`src/rtl/serial_cfg_master_if.sv`:
```
// Bus between serial_cfg_master and its requester/backend: request handshake,
// serial link to the backend and status pulses.
interface serial_cfg_master_if #(
  parameter int FRAME_W = 8
);
  logic               i_req_valid;
  logic               o_req_ready;
  logic [FRAME_W-1:0] i_req_frame;
  logic               o_resetbAll;
  logic               o_sclk;
  logic               o_sdout;
  logic               i_ready;
  logic               o_busy;
  logic               o_done;
  logic               o_timeout;

  modport master (
    input  i_req_valid, i_req_frame, i_ready,
    output o_req_ready, o_resetbAll, o_sclk, o_sdout, o_busy, o_done, o_timeout
  );

  modport slave (
    output i_req_valid, i_req_frame, i_ready,
    input  o_req_ready, o_resetbAll, o_sclk, o_sdout, o_busy, o_done, o_timeout
  );
endinterface

```
`src/rtl/serial_cfg_master.sv`:
```
// Serial configuration master: backend reset, MSB-first frame shift, wait for ready.
// Optional macro CFG_PARITY_EN appends an odd-parity bit after the payload LSB.
module serial_cfg_master #(
  parameter int CLK_DIV = 2,
  parameter int FRAME_W = 8,
  parameter int RST_CYC = 16,
  parameter int TIMEOUT = 255
) (
  input  logic                i_clk,
  input  logic                i_rst,
  serial_cfg_master_if.master bus
);

`ifdef CFG_PARITY_EN
  localparam int NBITS = FRAME_W + 1;
`else
  localparam int NBITS = FRAME_W;
`endif

  localparam int DIV_W  = $clog2(2 * CLK_DIV);
  localparam int BIT_W  = $clog2(NBITS);
  localparam int RST_W  = $clog2(RST_CYC + 1);
  localparam int WAIT_W = $clog2(TIMEOUT + 1);

  localparam logic [DIV_W-1:0]  DIV_HIGH  = DIV_W'(CLK_DIV);
  localparam logic [DIV_W-1:0]  DIV_LAST  = DIV_W'(2 * CLK_DIV - 1);
  localparam logic [BIT_W-1:0]  BIT_LAST  = BIT_W'(NBITS - 1);
  localparam logic [RST_W-1:0]  RST_LAST  = RST_W'(RST_CYC - 1);
  localparam logic [WAIT_W-1:0] WAIT_LAST = WAIT_W'(TIMEOUT - 1);

  typedef enum logic [1:0] {BE_RST, IDLE, SHIFT, WAIT_RDY} state_t;

  state_t             state;
  state_t             state_nxt;
  logic [RST_W-1:0]   rst_cnt;
  logic [DIV_W-1:0]   div_cnt;
  logic [BIT_W-1:0]   bit_cnt;
  logic [WAIT_W-1:0]  wait_cnt;
  logic [NBITS-1:0]   sreg;
  logic [NBITS-1:0]   payload;
  logic               load;
  logic               bit_end;
  logic               ready_hit;
  logic               timeout_hit;
  logic               done_r;
  logic               timeout_r;

`ifdef CFG_PARITY_EN
  // Odd parity: the parity bit makes the total count of ones odd.
  assign payload = {bus.i_req_frame, ~^bus.i_req_frame};
`else
  assign payload = bus.i_req_frame;
`endif

  assign bit_end = (div_cnt == DIV_LAST);

  always_comb begin
    state_nxt   = state;
    load        = 1'b0;
    ready_hit   = 1'b0;
    timeout_hit = 1'b0;
    case (state)
      BE_RST:   if (rst_cnt == RST_LAST) state_nxt = IDLE;
      IDLE: begin
        if (bus.i_req_valid) begin
          state_nxt = SHIFT;
          load      = 1'b1;
        end
      end
      SHIFT:    if (bit_end && (bit_cnt == BIT_LAST)) state_nxt = WAIT_RDY;
      WAIT_RDY: begin
        // A ready seen on the final allowed cycle still counts as success.
        if (bus.i_ready) begin
          state_nxt = IDLE;
          ready_hit = 1'b1;
        end else if (wait_cnt == WAIT_LAST) begin
          state_nxt   = BE_RST;
          timeout_hit = 1'b1;
        end
      end
      default:  state_nxt = BE_RST;
    endcase
  end

  always_comb begin
    bus.o_req_ready = (state == IDLE);
    bus.o_busy      = (state != IDLE);
    bus.o_resetbAll = (state != BE_RST);
    bus.o_sclk      = (state == SHIFT) && (div_cnt >= DIV_HIGH);
    bus.o_sdout     = (state == SHIFT) && sreg[NBITS-1];
    bus.o_done      = done_r;
    bus.o_timeout   = timeout_r;
  end

  always_ff @(posedge i_clk) begin
    if (i_rst) begin
      state     <= BE_RST;
      rst_cnt   <= '0;
      div_cnt   <= '0;
      bit_cnt   <= '0;
      wait_cnt  <= '0;
      done_r    <= 1'b0;
      timeout_r <= 1'b0;
    end else begin
      state     <= state_nxt;
      done_r    <= ready_hit;
      timeout_r <= timeout_hit;
      rst_cnt   <= ((state == BE_RST) && (state_nxt == BE_RST)) ? rst_cnt + RST_W'(1) : '0;
      wait_cnt  <= (state == WAIT_RDY) ? wait_cnt + WAIT_W'(1) : '0;
      if (state == SHIFT) begin
        if (bit_end) begin
          div_cnt <= '0;
          bit_cnt <= (bit_cnt == BIT_LAST) ? '0 : bit_cnt + BIT_W'(1);
        end else begin
          div_cnt <= div_cnt + DIV_W'(1);
        end
      end else begin
        div_cnt <= '0;
        bit_cnt <= '0;
      end
    end
  end

  // Frame register carries data only; its output is gated by state, so no reset.
  always_ff @(posedge i_clk) begin
    if (load) begin
      sreg <= payload;
    end else if ((state == SHIFT) && bit_end) begin
      sreg <= {sreg[NBITS-2:0], 1'b0};
    end
  end

endmodule

```
`src/flat_wrapper.sv`:
```
// flat-port wrapper written by rule: the top's interface ports become plain ports
module serial_cfg_master_flat 
#(
  parameter int CLK_DIV = 2,
  parameter int FRAME_W = 8,
  parameter int RST_CYC = 16,
  parameter int TIMEOUT = 255
)
  (i_clk, i_rst, bus_i_req_valid, bus_i_req_frame, bus_i_ready, bus_o_req_ready, bus_o_resetbAll, bus_o_sclk, bus_o_sdout, bus_o_busy, bus_o_done, bus_o_timeout);
  serial_cfg_master_if #(.FRAME_W(FRAME_W)) bus_i ();
  input  logic i_clk;
  input  logic i_rst;
  input wire logic [$bits(bus_i.i_req_valid)-1:0] bus_i_req_valid;
  input wire logic [$bits(bus_i.i_req_frame)-1:0] bus_i_req_frame;
  input wire logic [$bits(bus_i.i_ready)-1:0] bus_i_ready;
  output wire logic [$bits(bus_i.o_req_ready)-1:0] bus_o_req_ready;
  output wire logic [$bits(bus_i.o_resetbAll)-1:0] bus_o_resetbAll;
  output wire logic [$bits(bus_i.o_sclk)-1:0] bus_o_sclk;
  output wire logic [$bits(bus_i.o_sdout)-1:0] bus_o_sdout;
  output wire logic [$bits(bus_i.o_busy)-1:0] bus_o_busy;
  output wire logic [$bits(bus_i.o_done)-1:0] bus_o_done;
  output wire logic [$bits(bus_i.o_timeout)-1:0] bus_o_timeout;
  assign bus_i.i_req_valid = bus_i_req_valid;
  assign bus_i.i_req_frame = bus_i_req_frame;
  assign bus_i.i_ready = bus_i_ready;
  assign bus_o_req_ready = bus_i.o_req_ready;
  assign bus_o_resetbAll = bus_i.o_resetbAll;
  assign bus_o_sclk = bus_i.o_sclk;
  assign bus_o_sdout = bus_i.o_sdout;
  assign bus_o_busy = bus_i.o_busy;
  assign bus_o_done = bus_i.o_done;
  assign bus_o_timeout = bus_i.o_timeout;
  serial_cfg_master #(.CLK_DIV(CLK_DIV), .FRAME_W(FRAME_W), .RST_CYC(RST_CYC), .TIMEOUT(TIMEOUT)) u_core (.i_clk(i_clk), .i_rst(i_rst), .bus(bus_i));
endmodule
```
`config.mk`:
```
export PLATFORM = sky130hd
export DESIGN_NAME = serial_cfg_master_flat
export DESIGN_NICKNAME = d
export VERILOG_FILES = /design/src/rtl/serial_cfg_master_if.sv /design/src/rtl/serial_cfg_master.sv /design/src/flat_wrapper.sv
export SDC_FILE = /design/constraint.sdc
export NUM_CORES = 1
export LEC_CHECK = 0
export CAP_MARGIN = 5
export CORE_ASPECT_RATIO = 0.75
export CORE_UTILIZATION = 48
export CTS_CLUSTER_SIZE = 8
export DETAILED_ROUTE_END_ITERATION = 6
export PLACE_DENSITY = 0.8
export SLEW_MARGIN = 20
export SYNTH_ARGS = -nofsm -noshare
export SYNTH_HDL_FRONTEND = slang
export SYNTH_SLANG_ARGS = --single-unit
```
`constraint.sdc`:
```
create_clock -name i_clk -period 2.4 [get_ports i_clk]
set_input_delay 0.6 -clock i_clk [delete_from_list [all_inputs] [get_ports i_clk]]
set_output_delay 0.6 -clock i_clk [all_outputs]
set_load 0.01 [all_outputs]
```
==> impl_results.md, run 1 <==
* LEAKAGE at ~0.62 nW
* Fin Setup TNS at 0 ns
* Top FF cell, synth: dfxtp_1
* R2R cell count at 5
* Die area at around 0.0030 mm^2
* Netlist cell types at 33
* Hold path depth at 1
* Fillers at 231
* Area leader, netlist: dfxtp_1
* GRT Util Overall at between 15 and 20%
* Synth top area share at between 30 and 40%
* R2r startpoint: u_core.rst_cnt[0]
* Final hold vios at 0
* Cts hold-fix bufs at 0
* Worst Setup EP: bus_o_sdout
* Final-report setup violation count at 0
* Hpwl dp at approximately 1600 um
* Layout cells sized above 1 at approximately 14%
* First-pass GRT wire length at 3420 um
* Clock Latency Late Sink at roughly 0.29 ns
* Starting Density at 51.1%
* Largest net degree at the start of global routing at 11
* Final net count at 165
* # rows at 16
* Final Max Slew Viols at 0
* Setup Buffers After CTS at 0
* R2R Setup Slk at between 0.8 and 0.9 ns
* Vias per cell at ~4.9
* Final period util at 94.3%
* Skew final at a little over 0.01 ns
* Critical Path End Type: primary output
* Number of global-route vias before repair at about 800
* Max frequency at 442 MHz
* Clock Root Buffer: clkbuf_8
* Max Cap Viol at 0
* RePlAce Congestion at around 0.73
* Status: completed
* Mapped Cells at 123
* PD cells at approximately 600 mW/mm^2
* Clk buf depth at 2
* Post-DR wirelength/cell at about 12 um
* Syn avg cell area at about 11 um^2
* Core footprint at about 0.0026 mm^2
* TritonCTS clock tree: yes
* Post-CTS sizing at 0
* Sequential share of the synthesized area at between 50 and 60%
* Overall power at roughly 0.00097 W
* DRT iter0 DRCs at 38
* Worst Tran Pin Value at roughly 0.36 ns
* CTS sink count at 30
* CP required at 1.80 ns
* Final core utilization at roughly 62%
* Crit path max fanout at 8
* Maximum level of the CTS H-tree at 2
* Initial antenna violation count at 0
* Top Ports at 19
* Area Growth Syn to Fin at 21.6%
* CP Launch Point: u_core.state[0]
* Worst Setup Start Kind: flip-flop
* Min cycle time layout at approximately 2.3 ns
* Cts bufs inserted at 5
* Setup Crit Path Kind: reg -> out
* Post-Syn Area at 0.00134 mm^2
* Max VDD drop at about 0.53 mV
* Critical R2R Capture: u_core.rst_cnt[2]
* #FFs+latches synth at 30
* Antenna Cells at 0
* CTS clk-pin slew, worst paths at roughly 0.060 ns
* Finished Layout Cells at around 180
* Via count at approximately 900
* Slew headroom at between 70% and 80%
* RSZ-0062 raised after global routing: false
* WP data arrival at ~1.7 ns
* Buffers added on ports at 18
* Post-synth ARST share at 0%
* Number of flops mapped to enable cells by yosys at 8
* Die Wd at 63.0 um
* Post-route ant nets at 0
* Global route overflow at 0
* Drt total wl at ~2200 um
* Initial DRT Pass Iterations at 3
* Placed Cells at 174
* DRC at 0
* Syn nets at approximately 140
* Top cells by area, synth: dfxtp_1 (33%), edfxtp_1 (18%), ha_1 (7.5%)
* Die Height at ~48 um
* Synth warn at 0
* Hold WC Path Type: reg -> reg
==> cell type report <==
class | count | area [um^2] | area share [%]
flip-flops and latches | 30 | 681 | 41.7
multi-input cells | 83 | 608 | 37.3
repair buffers | 18 | 180 | 11.0
clock buffers | 7 | 86.3 | 5.29
well taps | 36 | 45.0 | 2.76
inverters | 7 | 26.3 | 1.61
clock inverters | 1 | 5.00 | 0.307
==> worst min-delay path by stage <==
stage / startpoint / to / slack (ns)
after CTS: u_core.rst_cnt[0] / u_core.rst_cnt[0] / 0.47
after global routing: u_core.rst_cnt[0] / u_core.rst_cnt[0] / 0.48
after floorplan: u_core.rst_cnt[0] / u_core.rst_cnt[0] / 0.42
after detailed placement: u_core.rst_cnt[0] / u_core.rst_cnt[0] / 0.45
after global placement: u_core.rst_cnt[0] / u_core.rst_cnt[0] / 0.43
final: u_core.rst_cnt[0] / u_core.rst_cnt[0] / 0.47
==> report_power, final <==
group | internal, W | switching [W]
logic | 0.0000225 | 0.0000118
registers | 0.000522 | 0.00000382
clock network | 0.000231 | 0.000183
total | 0.000775 | 0.000198
==> Yosys cell counts, types with 2 or more instances <==
cell and number:
or3_1 3, nand3_1 6, nor3_1 3, nand2_1 5
a21oi_1 4, and2_1 2, a21boi_0 2, nand2b_1 2
mux2_2 7, nor2_1 15, dfxtp_1 22, mux2i_1 2
inv_1 7, and3_1 2, edfxtp_1 8, o21ai_0 5
buf_6 2, ha_1 8, xnor2_1 2, xor2_1 3
==> registers in the layout, indices dropped and copies added (netlist names) <==
register	flops
u_core.bit_cnt	3
u_core.state	2
u_core.div_cnt	2
u_core.bus.o_done	1
u_core.sreg	8
u_core.bus.o_timeout	1
u_core.wait_cnt	8
u_core.rst_cnt	5
==> kinds of logic after synthesis <==
family,after synthesis,synth area share (%)
flip-flops,30,50.7
AND/OR/NAND/NOR,47,20.9
multiplexers,9,7.37
adder cells (fa/ha/maj),8,7.46
AO/OA/AOI/OAI,14,6.34
buffers and inverters,10,3.92
XOR/XNOR,5,3.27
==> placed cells by master (no fill, tap or decap), types with 5 or more instances in the layout <==
cell type	n
nand2_1	5
edfxtp_1	8
mux2_2	7
clkbuf_8	6
o21ai_0	5
dfxtp_1	22
clkdlybuf4s50_1	18
inv_1	7
nor2_1	15
nand3_1	6
ha_1	8
==> metrics by stage <==
step	worst slack, ns	hold slack, ns	area [um^2]
floorplan	0.974	0.418	1340
global placement	0.455	0.431	1540
detailed placement	0.392	0.451	1540
CTS	0.119	0.465	1630
global route	0.0674	0.480	1630
finish	0.136	0.468	1630
==> routing by layer <==
| layer | wire length (um) | up-vias | global-route usage [%] | part of all wire (%) |
|---|---|---|---|---|
| li1 | - | 469 | - | - |
| met1 | 1080 | 412 | 18.2 | 48 |
| met2 | 1010 | 10 | 26.2 | 45 |
| met3 | 95 | 5 | 7.86 | 4.2 |
| met4 | 46 | 0 | 11.2 | 2.1 |
| met5 | 0 | - | 0 | 0 |
==> worst max-delay path: stages (launching register included) <==
cell and delay [ns]:
dfxtp_1 0.48, and2b_2 0.29, and2_1 0.15, clkdlybuf4s50_1 0.46
Power figures use the tool's default switching activity.
==> run 2, diff against run 1 <==
clock period = 2.8 ns   (was 2.4 ns; I/O delays follow)
==> run 2 against run 1 <==
- critical path type unchanged
- worst setup slack better by 0.30 ns
- register-to-register slack better by 0.41 ns
- non-clock buffer count unchanged
- final cell count did not move
==> impl_results.md, run 2 (same netlist as run 1, synthesis figures left out) <==
* Status: completed
* Cts hold-fix bufs at 0
* Crit path max fanout at 8
* Max frequency at 423 MHz
* Worst hold margin at 0.459 ns
* Final hold vios at 0
* # rows at 16
* GRT Util Overall at ~16%
* Final net count at 165
* Post-route ant nets at 0
* Setup Crit Path Kind: reg -> out
* Hpwl dp at 1600 um
* CP Launch Point: u_core.state[0]
* Largest net degree at the start of global routing at 11
* Buffers added on ports at 18
* Worst Setup Start Kind: flip-flop
* PD cells at between 500 and 600 mW/mm^2
* Final-report setup violation count at 0
* Clock Latency Late Sink at 0.28 ns
* Hold WC Path Type: reg -> reg
* RSZ-0062 raised after global routing: false
* Final period util at 84.5%
* R2R Setup Slk at roughly 1.3 ns
* Worst Tran Pin Value at about 0.35 ns
* CTS clk-pin slew, worst paths at approximately 0.06 ns
* R2R cell count at 5
* Largest regs: u_core.sreg: 8 flops, u_core.wait_cnt: 8 flops, u_core.rst_cnt: 5 flops
* Min cycle time layout at ~2.4 ns
* Critical Path End Type: primary output
* R2r startpoint: u_core.rst_cnt[0]
* Finished Layout Cells at approximately 180
* Skew final at about 0.0066 ns
* Area Growth Syn to Fin at 21.6%
* Number of global-route vias before repair at roughly 780
* Max Cap Viol at 0
* Initial antenna violation count at 0
* Worst Setup EP: bus_o_sdout
* Starting Density at 51.1%
* CP required at 2.10 ns
* Die Wd at 63.0 um
* Layout cells sized above 1 at ~14%
* Critical R2R Capture: u_core.rst_cnt[3]
* Commonest non-fill, non-tap cell in the layout: dfxtp_1
* WP data arrival at around 1.7 ns
* CTS sink count at 30
* Die Height at ~48 um
* Initial DRT Pass Iterations at 4
* Post-CTS sizing at 0
* Post-DR wirelength/cell at between 10 and 15 um
* Seq. cell area at around 700 um^2
* Via count at just over 900
* Clk buf depth at 2
* Placed Cells at about 170
* Slew headroom at between 70% and 80%
* Setup Buffers After CTS at 0
* Cts bufs inserted at 5
* Antenna Cells at 0
* Core footprint at about 0.0026 mm^2
* Global route overflow at 0
* Fillers at approximately 220
* RePlAce Congestion at roughly 0.73
* Clock Root Buffer: clkbuf_8
* Die area at 0.00301 mm^2
* LEAKAGE at 0.622 nW
* Fin Setup TNS at 0 ns
* Max VDD drop at a little over 0.3 mV
* Maximum level of the CTS H-tree at 2
* Drt total wl at between 2000 and 2500 um
* Multi-input gate area at 608 um^2
* DRC at 0
* Vias per cell at about 5
* Top Ports at 19
* Commonest cells after routing, fill and taps aside: dfxtp_1 (22), clkdlybuf4s50_1 (18), nor2_1 (15)
* DRT iter0 DRCs at 29
* TritonCTS clock tree: yes
* Final Max Slew Viols at 0
* First-pass GRT wire length at 3430 um
[run 2: cell counts in the layout (fill, tap and decap cells not counted)]
Identical to the previous run, type by type.
[run 2: per-stage QoR]
step                power [W]  area, um^2  worst slack, ns  utilization, %
finish               0.000831        1630            0.433            62.2
global route         0.000862        1630            0.371            62.2
CTS                  0.000843        1630            0.421            62.2
detailed placement   0.000490        1540            0.699            58.7
global placement     0.000488        1540            0.755            58.7
floorplan            0.000469        1340             1.27               -
[run 2: power by group]
group | internal [W] | switching [W]
logic | 0.0000193 | 0.0000100
clock network | 0.000198 | 0.000153
registers | 0.000448 | 0.00000355
total | 0.000665 | 0.000167
[run 2: critical path, stage by stage, from the launching register on]
cell,delay [ns]
dfxtp_1,0.48
and2b_2,0.29
and2_1,0.15
clkdlybuf4s50_1,0.46
[run 2: worst min-delay path by stage]
stage	slack, ns	start	depth (start not counted)	endpoint
2_1_floorplan	0.42	u_core.rst_cnt[0]	1	u_core.rst_cnt[0]
3_3_place_gp	0.43	u_core.rst_cnt[0]	1	u_core.rst_cnt[0]
3_5_place_dp	0.45	u_core.rst_cnt[0]	1	u_core.rst_cnt[0]
4_1_cts	0.46	u_core.rst_cnt[0]	1	u_core.rst_cnt[0]
5_1_grt	0.49	u_core.rst_cnt[0]	1	u_core.rst_cnt[0]
6_report	0.46	u_core.rst_cnt[0]	1	u_core.rst_cnt[0]
[run 2: cell type report]
type,instances,share of cell area (%)
flip-flops and latches,30,41.7
inverters,7,1.61
well taps,36,2.76
clock buffers,7,5.29
clock inverters,1,0.307
multi-input cells,83,37.3
repair buffers,18,11.0
[run 2: layer usage]
metal | GRT usage [%] | routed length (um) | up-vias
met4 | 9.77 | 31 | 0
li1 | - | - | 471
met2 | 27.1 | 1060 | 14
met5 | 0 | 0 | -
met1 | 17.5 | 1030 | 432
met3 | 7.86 | 87 | 4
==> run 3, diff against run 2 <==
clock period = 2.37 ns   (was 2.8 ns; I/O delays follow)
==> results of run 3 <==
The final DEF is identical to that of run 1. Status: completed.
Main changes from that run: setup slack after placement 0.392 ns -> 0.369 ns; setup slack after layout 0.136 ns -> 0.113 ns; register-to-register setup slack 0.87 ns -> 0.84 ns; total power 0.000974 W -> 0.000986 W; worst IR drop on VDD 0.534 mV -> 0.540 mV
